===== config.mk =====
export PLATFORM = sky130hd
export DESIGN_NAME = weight_outlier_packer
export DESIGN_NICKNAME = d
export VERILOG_FILES = /design/src/rtl/weight_outlier_pkg.sv /design/src/rtl/wop_pipe_reg.sv /design/src/rtl/weight_outlier_packer.sv
export SDC_FILE = /design/constraint.sdc
export NUM_CORES = 1
export LEC_CHECK = 0
export ABC_CLOCK_PERIOD_IN_PS = 2000
export CAP_MARGIN = 20
export CORE_ASPECT_RATIO = 0.5
export CORE_MARGIN = 3
export CORE_UTILIZATION = 50
export CTS_BUF_LIST = sky130_fd_sc_hd__clkbuf_8
export DETAILED_ROUTE_END_ITERATION = 6
export GPL_TIMING_DRIVEN = 0
export PLACE_DENSITY = 0.81
export REMOVE_ABC_BUFFERS = 1
export SYNTH_ARGS = -nofsm -noshare
export SYNTH_HDL_FRONTEND = slang
export SYNTH_HIERARCHICAL = 1
export SYNTH_SLANG_ARGS = --single-unit
export TNS_END_PERCENT = 20

===== constraint.sdc =====
create_clock -name clk -period 2 [get_ports clk]
set_input_delay 0.5 -clock clk [delete_from_list [all_inputs] [get_ports clk]]
set_output_delay 0.5 -clock clk [all_outputs]
set_load 0.005 [all_outputs]

===== src/rtl/weight_outlier_pkg.sv =====
// Shared types and helpers for the weight outlier extract/repack path.
// Also used by the weight loader, so keep the range-check semantics stable.
package weight_outlier_pkg;

  localparam int N_CH_DEF   = 8;
  localparam int W_LO_DEF   = 4;
  // Slot indices are carried at a fixed width wide enough for any supported channel count.
  localparam int SLOT_IDX_W = 8;

  typedef struct packed {
    logic                  sel;
    logic [SLOT_IDX_W-1:0] src;
    logic [SLOT_IDX_W-1:0] dst;
  } slot_t;

  function automatic logic idx_in_range(input logic [SLOT_IDX_W-1:0] idx, input int n_ch);
    return ({24'd0, idx} < 32'(n_ch));
  endfunction

endpackage


===== src/rtl/wop_pipe_reg.sv =====
// One valid/ready register stage; data only moves on a handshake so it is
// bit-stable while the consumer stalls.
module wop_pipe_reg #(
  parameter int DW = 8
) (
  input  logic          clk,
  input  logic          rst,
  input  logic          in_valid,
  output logic          in_ready,
  input  logic [DW-1:0] in_data,
  output logic          out_valid,
  input  logic          out_ready,
  output logic [DW-1:0] out_data
);

  logic          v_q;
  logic          v_d;
  logic [DW-1:0] data_q;
  logic [DW-1:0] data_d;

  always_comb begin
    in_ready = !v_q || out_ready;
    v_d      = v_q;
    data_d   = data_q;
    if (in_ready) begin
      v_d = in_valid;
      if (in_valid) data_d = in_data;
    end
  end

  always_ff @(posedge clk) begin
    if (rst) begin
      v_q    <= 1'b0;
      data_q <= '0;
    end else begin
      v_q    <= v_d;
      data_q <= data_d;
    end
  end

  assign out_valid = v_q;
  assign out_data  = data_q;

endmodule


===== src/rtl/weight_outlier_packer.sv =====
// Outlier extract/repack stage: zeroes selected channels and re-inserts their values as high halves.
// Optional feature macro: OUTLIER_STATS_EN adds the stat_outliers counter output.
module weight_outlier_packer
  import weight_outlier_pkg::*;
#(
  parameter  int N_CH  = N_CH_DEF,
  parameter  int W_LO  = W_LO_DEF,
  parameter  int N_OUT = 2,
  localparam int IDX_W = (N_CH > 1) ? $clog2(N_CH) : 1
) (
  input  logic                    clk,
  input  logic                    rst,
  input  logic                    in_valid,
  output logic                    in_ready,
  input  logic [N_CH*W_LO-1:0]    in_weights,
  input  logic [N_OUT-1:0]        in_sel,
  input  logic [N_OUT*IDX_W-1:0]  in_src_idx,
  input  logic [N_OUT*IDX_W-1:0]  in_dst_idx,
  output logic                    out_valid,
  input  logic                    out_ready,
  output logic [N_CH*2*W_LO-1:0]  out_weights,
  output logic                    err_collide,
  output logic                    err_range
`ifdef OUTLIER_STATS_EN
  ,
  output logic [31:0]             stat_outliers
`endif
);

  localparam int LO_W  = N_CH * W_LO;
  localparam int CUT_W = N_OUT * W_LO;
  localparam int DST_W = N_OUT * IDX_W;
  localparam int S1_W  = DST_W + N_OUT + CUT_W + LO_W;
  localparam int OUT_W = N_CH * 2 * W_LO;
`ifdef OUTLIER_STATS_EN
  localparam int S2_W  = N_OUT + OUT_W;
`else
  localparam int S2_W  = OUT_W;
`endif

  slot_t              slot [N_OUT];
  logic [N_OUT-1:0]   slot_ok;
  logic [LO_W-1:0]    lo_vec;
  logic [CUT_W-1:0]   cut_vec;
  logic [DST_W-1:0]   dst_vec;
  logic               collide;
  logic               range_bad;

  // Capture happens before zeroing, so two slots sharing a src both see the original value.
  always_comb begin
    slot_ok   = '0;
    lo_vec    = in_weights;
    cut_vec   = '0;
    dst_vec   = in_dst_idx;
    collide   = 1'b0;
    range_bad = 1'b0;
    for (int k = 0; k < N_OUT; k++) begin
      slot[k].sel = in_sel[k];
      slot[k].src = SLOT_IDX_W'(in_src_idx[k*IDX_W +: IDX_W]);
      slot[k].dst = SLOT_IDX_W'(in_dst_idx[k*IDX_W +: IDX_W]);
      slot_ok[k]  = slot[k].sel && idx_in_range(slot[k].src, N_CH)
                                && idx_in_range(slot[k].dst, N_CH);
      range_bad   = range_bad | (slot[k].sel && !slot_ok[k]);
      for (int c = 0; c < N_CH; c++) begin
        if (slot[k].src == SLOT_IDX_W'(c))
          cut_vec[k*W_LO +: W_LO] = in_weights[c*W_LO +: W_LO];
      end
    end
    for (int c = 0; c < N_CH; c++) begin
      for (int k = 0; k < N_OUT; k++) begin
        if (slot_ok[k] && slot[k].src == SLOT_IDX_W'(c))
          lo_vec[c*W_LO +: W_LO] = '0;
      end
    end
    for (int j = 0; j < N_OUT; j++) begin
      for (int k = j + 1; k < N_OUT; k++) begin
        if (slot_ok[j] && slot_ok[k] && slot[j].dst == slot[k].dst)
          collide = 1'b1;
      end
    end
  end

  logic            err_collide_q;
  logic            err_collide_d;
  logic            err_range_q;
  logic            err_range_d;

  always_comb begin
    err_collide_d = err_collide_q;
    err_range_d   = err_range_q;
    if (in_valid && in_ready) begin
      err_collide_d = err_collide_q | collide;
      err_range_d   = err_range_q | range_bad;
    end
  end

  always_ff @(posedge clk) begin
    if (rst) begin
      err_collide_q <= 1'b0;
      err_range_q   <= 1'b0;
    end else begin
      err_collide_q <= err_collide_d;
      err_range_q   <= err_range_d;
    end
  end

  assign err_collide = err_collide_q;
  assign err_range   = err_range_q;

  logic [S1_W-1:0] s1_din;
  logic [S1_W-1:0] s1_data;
  logic            s1_valid;
  logic            s2_in_ready;

  assign s1_din = {dst_vec, slot_ok, cut_vec, lo_vec};

  wop_pipe_reg #(.DW(S1_W)) u_s1 (
    .clk       (clk),
    .rst       (rst),
    .in_valid  (in_valid),
    .in_ready  (in_ready),
    .in_data   (s1_din),
    .out_valid (s1_valid),
    .out_ready (s2_in_ready),
    .out_data  (s1_data)
  );

  logic [LO_W-1:0]  s1_lo;
  logic [CUT_W-1:0] s1_cut;
  logic [N_OUT-1:0] s1_ok;
  logic [DST_W-1:0] s1_dst;
  logic [OUT_W-1:0] merged;
  logic [W_LO-1:0]  hi_val;
  logic             hi_found;

  assign s1_lo  = s1_data[LO_W-1:0];
  assign s1_cut = s1_data[LO_W +: CUT_W];
  assign s1_ok  = s1_data[LO_W+CUT_W +: N_OUT];
  assign s1_dst = s1_data[LO_W+CUT_W+N_OUT +: DST_W];

  // Ascending slot scan with a found flag gives the lowest enabled slot priority on a shared dst.
  always_comb begin
    merged   = '0;
    hi_val   = '0;
    hi_found = 1'b0;
    for (int c = 0; c < N_CH; c++) begin
      hi_val   = '0;
      hi_found = 1'b0;
      for (int k = 0; k < N_OUT; k++) begin
        if (!hi_found && s1_ok[k] && s1_dst[k*IDX_W +: IDX_W] == IDX_W'(c)) begin
          hi_val   = s1_cut[k*W_LO +: W_LO];
          hi_found = 1'b1;
        end
      end
      merged[c*2*W_LO +: 2*W_LO] = {hi_val, s1_lo[c*W_LO +: W_LO]};
    end
  end

  logic [S2_W-1:0] s2_din;
  logic [S2_W-1:0] s2_data;

`ifdef OUTLIER_STATS_EN
  assign s2_din = {s1_ok, merged};
`else
  assign s2_din = merged;
`endif

  wop_pipe_reg #(.DW(S2_W)) u_s2 (
    .clk       (clk),
    .rst       (rst),
    .in_valid  (s1_valid),
    .in_ready  (s2_in_ready),
    .in_data   (s2_din),
    .out_valid (out_valid),
    .out_ready (out_ready),
    .out_data  (s2_data)
  );

  assign out_weights = s2_data[OUT_W-1:0];

`ifdef OUTLIER_STATS_EN
  logic [31:0]      stat_q;
  logic [31:0]      stat_d;
  logic [32:0]      stat_sum;
  logic [N_OUT-1:0] s2_ok;

  assign s2_ok = s2_data[OUT_W +: N_OUT];

  always_comb begin
    stat_sum = {1'b0, stat_q};
    if (out_valid && out_ready) begin
      for (int k = 0; k < N_OUT; k++)
        stat_sum = stat_sum + 33'(s2_ok[k]);
    end
    stat_d = stat_sum[32] ? '1 : stat_sum[31:0];
  end

  always_ff @(posedge clk) begin
    if (rst) stat_q <= '0;
    else     stat_q <= stat_d;
  end

  assign stat_outliers = stat_q;
`endif

endmodule


==> impl_metrics.csv <==
group,metric,value,unit
run_status,run_status,"complete, no violations",
final_layout,most-common-layout-cells,"sky130_fd_sc_hd__nand3_1, sky130_fd_sc_hd__dfxtp_1, sky130_fd_sc_hd__clkdlybuf4s50_1",
min_path,worst_hold_path_type,"reg -> reg",
routing,routed_wirelength,19300,µm
synth,synth_async_sr_flop_share,0,%
setup_path,critical_path_arrival,2.23,ns
global_route,globalRouteOverflowTotal,0,
setup_path,crit_chain,"dlygate4sd2_1 > mux4_2 > mux2_2 > nand3_1 > a21oi_2",
final_layout,final_core_util,66.5,%
power_and_ir_drop,power.density_cell_area,695,nW/µm²
setup_path,max_stage_delay,0.66,ns
routing,wl_per_cell,19.8,µm
timing,worst-slew-pin-transition,0.946,ns
setup_path,required,2.30,ns
synth,netlist_area,6570,µm²
synth,synth.yosys.seq_area_share,35.1,%
synth,mapped_cells,725,
setup_path,critPathKind,"in -> reg",
setup_path,worst-r2r-setup-slack,0.25,ns
clock_tree,htree_num_levels,4,
clock_tree,cts-root-to-sink-buffers,2,
global_route,grt_start_max_net_pins,99,
synth,synthAdderAreaFrac,0,%
global_route,first_global_vias,5809,
floorplan,floorplan.rows,28,
clock_tree,sink_count,115,
synth,distinct_cells_synth,43,
setup_path,path_max_fanout,15,
routing,drcViolationCount,0,
timing,final.min_clock_period,1.94,ns
routing,drt_iter0_drc,569,
clock_tree,worstSkewPairLatency,0.43,ns
timing,timing.fmax,516,MHz
floorplan,coreArea,12300,µm²
clock_tree,cts_root_buffer,"sky130_fd_sc_hd__clkbuf_8",
synth,largest_family_of_logic_cells_by_synthesized_area,"compound AO/OA/AOI/OAI gates",
synth,synth-compound-area-share,32.5,%
setup_path,worstSetupStartpointType,"primary input",
placed_design,port-buffer-count,116,
global_route,grt_pass1_wl,30900,µm
synth,postSynthRegisterBits,115,
setup_path,crit_family,"multiplexers",
synth,yosys.area_share.simple,18.0,%
setup_path,crit_path_top_delay_cell,"sky130_fd_sc_hd__dlygate4sd2_1",
setup_path,critPathBufInv,1,
flow_run,max_cap_viol_count,0,
synth,yosysTopAreaCell,"sky130_fd_sc_hd__dfxtp_1",
global_route,gr-usage-all-layers,26.3,%
timing,final_min_period_over_clock_period,96.8,%
final_layout,mostFrequentLayoutCell,"sky130_fd_sc_hd__nand3_1",
synth,avgSynthCellArea,9.06,µm²
global_route,antenna_found_initial,0,
clock_tree,cts-buffers-inserted,17,
synth,synthXorXnorAreaFrac,0.400,%
synth,yosysWarningCount,6,
timing,fin_skew,0.0105,ns
routing,first_pass_iters,5,
floorplan,dieWidth,168,µm
routing,route.detailed.vias_per_inst,6.06,
floorplan,initial_core_util,53.4,%
timing,rsz_0062_raised_after_global_routing,"yes",
placed_design,place_hpwl,10600,µm
power_and_ir_drop,total_power,5.68,mW
synth,ys_top_cells_by_area,"sky130_fd_sc_hd__dfxtp_1, sky130_fd_sc_hd__a21bo_1, sky130_fd_sc_hd__nand3_1",
floorplan,design.portCount,118,
clock_tree,clk_transition_reported_paths,0.08,ns
timing,finalHoldViolCount,0,
timing,tns,0,ns
power_and_ir_drop,static-leakage-power,2.86,nW
routing,vias,5925,
clock_tree,tritoncts,"built",
synth,yosys-mux-area-fraction,6.38,%
final_layout,layout.filler_cells,988,
timing,fin_max_slew_vios,0,
placed_design,gp_congestion,0.919,
clock_tree,ctsHoldBuffers,0,
synth,synth.top_cell.area_share,35.1,%
final_layout,fraction_of_layout_cells_with_a_size_suffix_above_1,17.4,%
floorplan,die_height,87.0,µm
floorplan,fp.dieArea,14600,µm²
setup_path,setup.worst_path.end_class,"flop",
final_layout,area.growth.synth_to_final,24.5,%
power_and_ir_drop,worst_ir_drop_vdd,0.358,mV
timing,setup_viol,0,
synth,synth_flop_cell,"sky130_fd_sc_hd__dfxtp_1",
routing,route.antenna.remaining_nets,0,
synth,synth-edff-count,0,
final_layout,antenna_cells,0,
timing,worst_case_headroom_to_the_max_slew_limit,36.9,%
final_layout,design.final.nets,849,
flip-flops by register name, summed over array words and instances (netlist names):
register        flops
u_s2/out_valid      1
err_collide         1
u_s1/out_valid      1
u_s1/out_data      48
u_s2/out_data      64
cell families (layout without fill, tap and decap cells):
| logic type | Yosys count | in the layout |
|---|---|---|
| compound gates | 272 | 272 |
| simple gates | 229 | 234 |
| flops | 115 | 115 |
| buf+inv | 82 | 164 |
| mux | 23 | 23 |
| xor+xnor | 3 | 3 |
| other cells | 1 | 1 |
worst register-to-register path, cell delays in order (launching register included):
cell	delay [ns]
sky130_fd_sc_hd__dfxtp_4	0.39
sky130_fd_sc_hd__nand2b_4	0.11
sky130_fd_sc_hd__buf_16	0.16
sky130_fd_sc_hd__nand2b_4	0.17
sky130_fd_sc_hd__buf_4	0.24
sky130_fd_sc_hd__nand4_1	0.13
sky130_fd_sc_hd__nor4_1	0.34
sky130_fd_sc_hd__nor2_1	0.07
sky130_fd_sc_hd__nor2_1	0.08
power by group:
part	switching (mW)	leakage, nW	internal (mW)	total [mW]
clock network	0.991	0.230	1.48	2.47
registers	0.0687	0.937	2.37	2.43
logic	0.408	1.70	0.371	0.779
cell usage after synthesis (15+ instances only):
library cell,number
sky130_fd_sc_hd__nand3_1,116
sky130_fd_sc_hd__buf_2,29
sky130_fd_sc_hd__clkbuf_1,20
sky130_fd_sc_hd__a21bo_1,82
sky130_fd_sc_hd__o31ai_1,32
sky130_fd_sc_hd__buf_6,15
sky130_fd_sc_hd__dfxtp_1,115
sky130_fd_sc_hd__and2_1,28
sky130_fd_sc_hd__a21oi_2,28
sky130_fd_sc_hd__nand2_1,40
sky130_fd_sc_hd__a21oi_1,88
sky130_fd_sc_hd__a21bo_2,30
final timing paths:
check / end / startpoint / depth (start not counted)
max: u_s1/out_data[36]$_SDFFE_PP0P_ / in_src_idx[4] / 5
max reg2reg: err_collide$_SDFFE_PP0P_ / u_s2/out_valid$_SDFFE_PP0P_ / 8
min reg2reg: u_s2/out_data[26]$_SDFFE_PP0P_ / u_s1/out_data[14]$_SDFFE_PP0P_ / 2
min: u_s2/out_data[26]$_SDFFE_PP0P_ / u_s1/out_data[14]$_SDFFE_PP0P_ / 2
layer usage:
| layer | share of wire (%) | GRT usage, % |
|---|---|---|
| met2 | 45 | 41.8 |
| met3 | 6.6 | 5.30 |
| met1 | 46 | 36.1 |
| met4 | 2.0 | 8.98 |
| met5 | 0 | 0 |
through the flow:
| step | setup slack, ns | std cells | instance area (µm²) | hold WS, ns |
|---|---|---|---|---|
| floorplan | -1.99 | 647 | 6090 | 0.451 |
| global placement | -3.97 | 928 | 7450 | 0.457 |
| detailed placement | -1.93 | 931 | 7530 | 0.471 |
| CTS | -0.0000947 | 977 | 8180 | 0.482 |
| global route | -0.000945 | 977 | 8180 | 0.492 |
| finish | 0.0630 | 977 | 8180 | 0.481 |
timing repair:
action / in CTS / in global routing
gates resized for setup: 13 / 8
setup buffers: 6 / 0
gates cloned: 8 / 0
setup endpoints to repair: 51 / 44
cell type report:
cell class / count / area (µm²) / share of cell area, %
clock buffers: 21 / 289 / 3.53
repair buffers: 128 / 1380 / 16.8
inverters: 4 / 15.0 / 0.184
well taps: 165 / 206 / 2.52
flip-flops and latches: 115 / 2310 / 28.2
clock inverters: 11 / 158 / 1.93
multi-input cells: 533 / 3820 / 46.7
No activity file was read; power rests on OpenSTA's default activity.
